## config.mk

```make
export PLATFORM = sky130hd
export DESIGN_NAME = branch_predictor_flat
export DESIGN_NICKNAME = d
export VERILOG_FILES = /design/src/rtl/branch_predictor_if.sv /design/src/rtl/branch_predictor.sv /design/src/flat_wrapper.sv
export SDC_FILE = /design/constraint.sdc
export NUM_CORES = 2
export LEC_CHECK = 0
export CAP_MARGIN = 20
export CORE_MARGIN = 4
export CORE_UTILIZATION = 62
export CTS_BUF_LIST = sky130_fd_sc_hd__clkbuf_8
export DETAILED_ROUTE_END_ITERATION = 10
export PLACE_DENSITY_LB_ADDON = 0.3
export SYNTH_ARGS = -nofsm -noshare
export SYNTH_HDL_FRONTEND = slang
export SYNTH_SLANG_ARGS = --single-unit
```

## constraint.sdc

```tcl
create_clock -name clk -period 6 [get_ports clk]
set_input_delay 0.6 -clock clk [delete_from_list [all_inputs] [get_ports clk]]
set_output_delay 0.6 -clock clk [all_outputs]
set_load 0.005 [all_outputs]
```

## src/rtl/branch_predictor_if.sv

```systemverilog
// Fetch/execute-facing signal bundle of the branch predictor: lookup, resolution,
// flush and statistics.
interface branch_predictor_if;
   logic [31:0] pc_f;
   logic        pred_taken;
   logic [31:0] pred_pc;
   logic        upd_valid;
   logic        upd_is_b_type;
   logic [31:0] upd_pc;
   logic        upd_taken;
   logic [31:0] upd_target;
   logic        upd_pred_taken;
   logic [31:0] upd_pred_pc;
   logic        mispredict;
   logic [31:0] redirect_pc;
   logic        bp_flush;
   logic [31:0] stat_branches;
   logic [31:0] stat_mispredicts;

   modport master (
      output pc_f, upd_valid, upd_is_b_type, upd_pc, upd_taken, upd_target,
             upd_pred_taken, upd_pred_pc, bp_flush,
      input  pred_taken, pred_pc, mispredict, redirect_pc, stat_branches, stat_mispredicts
   );

   modport slave (
      input  pc_f, upd_valid, upd_is_b_type, upd_pc, upd_taken, upd_target,
             upd_pred_taken, upd_pred_pc, bp_flush,
      output pred_taken, pred_pc, mispredict, redirect_pc, stat_branches, stat_mispredicts
   );
endinterface

```

## src/rtl/branch_predictor.sv

```systemverilog
// Direct-mapped BTB with 2-bit counters; zero-latency lookup, updates visible next cycle, no backpressure.
// Optional performance counters are built only when BP_STATS_EN is defined.
module branch_predictor #(
   parameter int ENTRIES = 16
) (
   input logic               clk,
   input logic               reset,
   branch_predictor_if.slave bp
);
   localparam int IDX  = $clog2(ENTRIES);
   localparam int TAGW = 30 - IDX;

   logic [ENTRIES-1:0] valid_q, valid_d;
   logic [TAGW-1:0]    tag_q    [ENTRIES];
   logic [TAGW-1:0]    tag_d    [ENTRIES];
   logic [31:0]        target_q [ENTRIES];
   logic [31:0]        target_d [ENTRIES];
   logic [1:0]         ctr_q    [ENTRIES];
   logic [1:0]         ctr_d    [ENTRIES];

   logic [IDX-1:0]  f_idx, u_idx;
   logic [TAGW-1:0] f_tag, u_tag;
   logic            f_hit, u_hit, upd_act;

   assign f_idx = bp.pc_f[IDX+1:2];
   assign f_tag = bp.pc_f[31:IDX+2];
   assign u_idx = bp.upd_pc[IDX+1:2];
   assign u_tag = bp.upd_pc[31:IDX+2];

   assign f_hit   = valid_q[f_idx] && (tag_q[f_idx] == f_tag);
   assign u_hit   = valid_q[u_idx] && (tag_q[u_idx] == u_tag);
   assign upd_act = bp.upd_valid && bp.upd_is_b_type;

   assign bp.pred_taken  = f_hit && ctr_q[f_idx][1];
   assign bp.pred_pc     = bp.pred_taken ? target_q[f_idx] : bp.pc_f + 32'd4;
   assign bp.redirect_pc = bp.upd_taken ? bp.upd_target : bp.upd_pc + 32'd4;
   assign bp.mispredict  = upd_act && (bp.upd_pred_pc != bp.redirect_pc);

   // Only the carried pred_pc matters for the mispredict decision; low PC bits are ignored.
   logic unused_ok;
   assign unused_ok = ^{bp.upd_pred_taken, bp.pc_f[1:0], bp.upd_pc[1:0]};

   always_comb begin
      valid_d  = valid_q;
      tag_d    = tag_q;
      target_d = target_q;
      ctr_d    = ctr_q;
      if (bp.bp_flush) begin
         valid_d = '0;
      end else if (upd_act) begin
         if (u_hit) begin
            if (bp.upd_taken) begin
               ctr_d[u_idx]    = (ctr_q[u_idx] == 2'b11) ? 2'b11 : ctr_q[u_idx] + 2'd1;
               target_d[u_idx] = bp.upd_target;
            end else begin
               ctr_d[u_idx] = (ctr_q[u_idx] == 2'b00) ? 2'b00 : ctr_q[u_idx] - 2'd1;
            end
         end else if (bp.upd_taken) begin
            valid_d[u_idx]  = 1'b1;
            tag_d[u_idx]    = u_tag;
            target_d[u_idx] = bp.upd_target;
            ctr_d[u_idx]    = 2'b10;
         end
      end
   end

   always_ff @(posedge clk) begin
      if (reset) valid_q <= '0;
      else       valid_q <= valid_d;
   end

   // Payload is meaningless while its valid bit is clear, so it carries no reset.
   always_ff @(posedge clk) begin
      tag_q    <= tag_d;
      target_q <= target_d;
      ctr_q    <= ctr_d;
   end

`ifdef BP_STATS_EN
   logic [31:0] stat_br_q, stat_mp_q;

   always_ff @(posedge clk) begin
      if (reset) begin
         stat_br_q <= '0;
         stat_mp_q <= '0;
      end else if (upd_act) begin
         stat_br_q <= stat_br_q + 32'd1;
         if (bp.mispredict) stat_mp_q <= stat_mp_q + 32'd1;
      end
   end

   assign bp.stat_branches    = stat_br_q;
   assign bp.stat_mispredicts = stat_mp_q;
`else
   assign bp.stat_branches    = '0;
   assign bp.stat_mispredicts = '0;
`endif
endmodule

```

## src/flat_wrapper.sv

```systemverilog
// flat-port wrapper written by rule: the top's interface ports become plain ports
module branch_predictor_flat 
#(
   parameter int ENTRIES = 16
)
  (clk, reset, bp_pc_f, bp_upd_valid, bp_upd_is_b_type, bp_upd_pc, bp_upd_taken, bp_upd_target, bp_upd_pred_taken, bp_upd_pred_pc, bp_bp_flush, bp_pred_taken, bp_pred_pc, bp_mispredict, bp_redirect_pc, bp_stat_branches, bp_stat_mispredicts);
  branch_predictor_if bp_i ();
  input logic clk;
  input logic reset;
  input wire logic [$bits(bp_i.pc_f)-1:0] bp_pc_f;
  input wire logic [$bits(bp_i.upd_valid)-1:0] bp_upd_valid;
  input wire logic [$bits(bp_i.upd_is_b_type)-1:0] bp_upd_is_b_type;
  input wire logic [$bits(bp_i.upd_pc)-1:0] bp_upd_pc;
  input wire logic [$bits(bp_i.upd_taken)-1:0] bp_upd_taken;
  input wire logic [$bits(bp_i.upd_target)-1:0] bp_upd_target;
  input wire logic [$bits(bp_i.upd_pred_taken)-1:0] bp_upd_pred_taken;
  input wire logic [$bits(bp_i.upd_pred_pc)-1:0] bp_upd_pred_pc;
  input wire logic [$bits(bp_i.bp_flush)-1:0] bp_bp_flush;
  output wire logic [$bits(bp_i.pred_taken)-1:0] bp_pred_taken;
  output wire logic [$bits(bp_i.pred_pc)-1:0] bp_pred_pc;
  output wire logic [$bits(bp_i.mispredict)-1:0] bp_mispredict;
  output wire logic [$bits(bp_i.redirect_pc)-1:0] bp_redirect_pc;
  output wire logic [$bits(bp_i.stat_branches)-1:0] bp_stat_branches;
  output wire logic [$bits(bp_i.stat_mispredicts)-1:0] bp_stat_mispredicts;
  assign bp_i.pc_f = bp_pc_f;
  assign bp_i.upd_valid = bp_upd_valid;
  assign bp_i.upd_is_b_type = bp_upd_is_b_type;
  assign bp_i.upd_pc = bp_upd_pc;
  assign bp_i.upd_taken = bp_upd_taken;
  assign bp_i.upd_target = bp_upd_target;
  assign bp_i.upd_pred_taken = bp_upd_pred_taken;
  assign bp_i.upd_pred_pc = bp_upd_pred_pc;
  assign bp_i.bp_flush = bp_bp_flush;
  assign bp_pred_taken = bp_i.pred_taken;
  assign bp_pred_pc = bp_i.pred_pc;
  assign bp_mispredict = bp_i.mispredict;
  assign bp_redirect_pc = bp_i.redirect_pc;
  assign bp_stat_branches = bp_i.stat_branches;
  assign bp_stat_mispredicts = bp_i.stat_mispredicts;
  branch_predictor #(.ENTRIES(ENTRIES)) u_core (.clk(clk), .reset(reset), .bp(bp_i));
endmodule
```

==> metrics.cfg <==
[setup_path]
cp-end-kind = output pin
required_ps = 5400
worstSetupPathType = in -> out
path_max_fanout = 83
worstSetupStartpointType = input port
crit_arrival_ps = 4920

[die]
row_count = 99
start_util_pct = 62.7
die-area_mm2 = 0.0785
io_pins = 265
fp.dieW_um = 280
fp.coreArea_mm2 = 0.0732
fp.dieH_um = 280

[clocking]
cts_setup_buffers = 0
cts_root_buf = clkbuf_8
clock_latency_ps = 820
ctsResizeCount = 0
clk_path_buf_depth = 3
cts-hold-fix-buffers = 0
cts_sinks = 976
cts_max_level = 4
numCtsBuffers = 155
clkTransAtPathRegs_ps = 60
cts_tree = done

[global_routing]
grt_first_pass_wirelength_um = 194000
grt-ovfl-total = 0
grt_antenna_before_repair = 10
grt_pass1_vias = 28100
grtUsageTotal_pct = 34.9
grt-busiest-layer = met2
met1_usage_pct = 47.0
met3_usage_pct = 10.1
grtUsageMet2_pct = 53.9
grt_max_degree = 108

[synth]
syn_area_mm2 = 0.0459
synthCells = 2614
ys_warn_count = 0
ys_seq_area_share_pct = 63.5
avgSynthCellArea_um2 = 17.6
synth_edf_count = 960
yosys_register_bits = 976
yosys.cell_types.count = 80
synth_async_sr_flop_share_pct = 0
synthTopCellsByArea = edfxtp_1, mux4_2, mux2i_1
netlist.area_leader.share_pct = 62.8
synth_top_area_cell = edfxtp_1
ys.flop_type = edfxtp_1

[placement]
post-dp-hpwl_um = 87700
numPortBuffers = 199
gp_congestion = 0.961

[timing]
hold_viol = 0
tns_ps = 0
timing.fmax_mhz = 181
hold_ws_ps = 385
setup_viol = 0
finalCritPeriodShare_pct = 91.9
max_slew.worst_pin.slew_ps = 1180
final.setup_skew_ps = 35.0
slew_headroom_pct = 21.4
finalCriticalPeriod_ps = 5520
rsz0062_at_grt = no
slew_violations = 0

[finish]
nFillCells = 4364
area_growth_pct = 13.7
drive_above_1_share_pct = 25.7
nets = 3055

[routing]
drc = 0
post_drt_wl_per_cell_um = 34.0
drt_wl_total_um = 136000
drtIter0Drc = 5039
drt.antenna.violating_nets = 0
firstDrtPassIters = 8
viasPerCell = 7.04
vias = 28200

[min_path]
holdCritPathClass = in -> reg

[power_and_ir_drop]
powerDensity_mw_per_mm2 = 273
p_leak_nw = 17.0
ir_drop_v = 0.000211

[run_status]
run_status = finished, final reports clean

[flow_run]
maxCapViolations = 0

[placed cells by master, fill, tap and decap left out, drive strengths merged, types with 63 or more instances in the layout]
master / instances
nand2: 169
nor2: 91
mux2i: 122
mux4: 372
buf: 129
xnor2: 77
clkdlybuf4s50: 190
edfxtp: 960
inv: 89
conb: 64
clkbuf: 158
xor2: 63
o21ai: 76
[registers in the layout, summed over array words and instances (netlist names)]
signal           count
u_core.target_q    512
u_core.tag_q       416
u_core.ctr_q        32
u_core.valid_q      16
[layout make-up]
| cell class | instances | area, um2 | share of cell area [%] |
|---|---|---|---|
| Antenna cell | 4 | 10.0 | 0.0192 |
| Clock buffer | 158 | 2170 | 4.16 |
| Clock inverter | 123 | 728 | 1.39 |
| Inverter | 23 | 86.3 | 0.165 |
| Multi-Input combinational cell | 1440 | 15700 | 30.0 |
| Sequential cell | 976 | 29100 | 55.8 |
| Tap cell | 959 | 1200 | 2.30 |
| Timing Repair Buffer | 319 | 3200 | 6.12 |
[worst paths after layout]
path	cells after the start	startpoint	slack [ps]	endpoint
setup / recovery	12	bp_pc_f[3]	480	bp_pred_pc[0]
hold / removal	4	bp_upd_taken	390	u_core.valid_q[1]$_SDFFE_PP0P_
setup reg to reg	10	u_core.tag_q[195]$_DFFE_PP_	1630	u_core.ctr_q[14]$_DFFE_PP_
hold reg to reg	2	u_core.valid_q[11]$_SDFFE_PP0P_	480	u_core.valid_q[11]$_SDFFE_PP0P_
[metrics by stage]
stage,utilization (%),instances,power (mW),setup WS [ps],instance area (um2)
2_1_floorplan,-,2677,8.43,914,46200
3_3_place_gp,67.3,3715,8.97,698,49300
3_5_place_dp,67.3,3715,8.99,642,49300
4_1_cts,71.3,3996,14.3,607,52200
5_1_grt,71.4,4002,14.7,349,52200
6_report,71.4,4002,14.3,485,52200
[synthesized netlist by cell type (all sizes together) (20+ instances only)]
| master | number |
|---|---|
| nand3 | 55 |
| nand2 | 169 |
| xor2 | 63 |
| nand4 | 22 |
| mux2i | 122 |
| and3 | 21 |
| a22oi | 20 |
| o21ai | 76 |
| and2 | 21 |
| mux2 | 41 |
| clkbuf | 73 |
| inv | 23 |
| xnor2 | 77 |
| mux4 | 372 |
| a21oi | 22 |
| edfxtp | 960 |
| nor2 | 91 |
| buf | 165 |
| nor3 | 33 |
[where the power goes]
group	total, mW	internal [mW]	switching, mW
registers	7.53	7.52	0.0110
clock network	5.37	2.68	2.70
logic	1.36	0.575	0.783
[kinds of logic (layout without fill, tap and decap cells)]
group	Yosys count	in the layout	share of synthesized area, %
XOR/XNOR	140	140	2.67
other	1	68	0.00817
AND/OR/NAND/NOR	484	484	5.14
AO/OA/AOI/OAI	210	210	3.04
flip-flops	976	976	63.5
multiplexers	535	535	22.1
adder cells (fa/ha/maj)	7	7	0.180
buffers and inverters	261	623	3.35
[per-layer routing]
metal  up-vias  wire length, um
met5         -               50
met4         8             6940
met3       407            18900
met2      2379            64000
met1     14200            46200
li1      11200                -
[worst max-delay path, stage by stage]
cell	delay, ps
buf_8	560
buf_12	380
mux4_2	350
nor2b_1	140
a211oi_1	500
nor3_1	80
nor4bb_1	280
nand4_1	190
nor4_4	360
buf_12	340
mux2_2	400
clkdlybuf4s50_1	490
(Power assumes the default switching activity.)
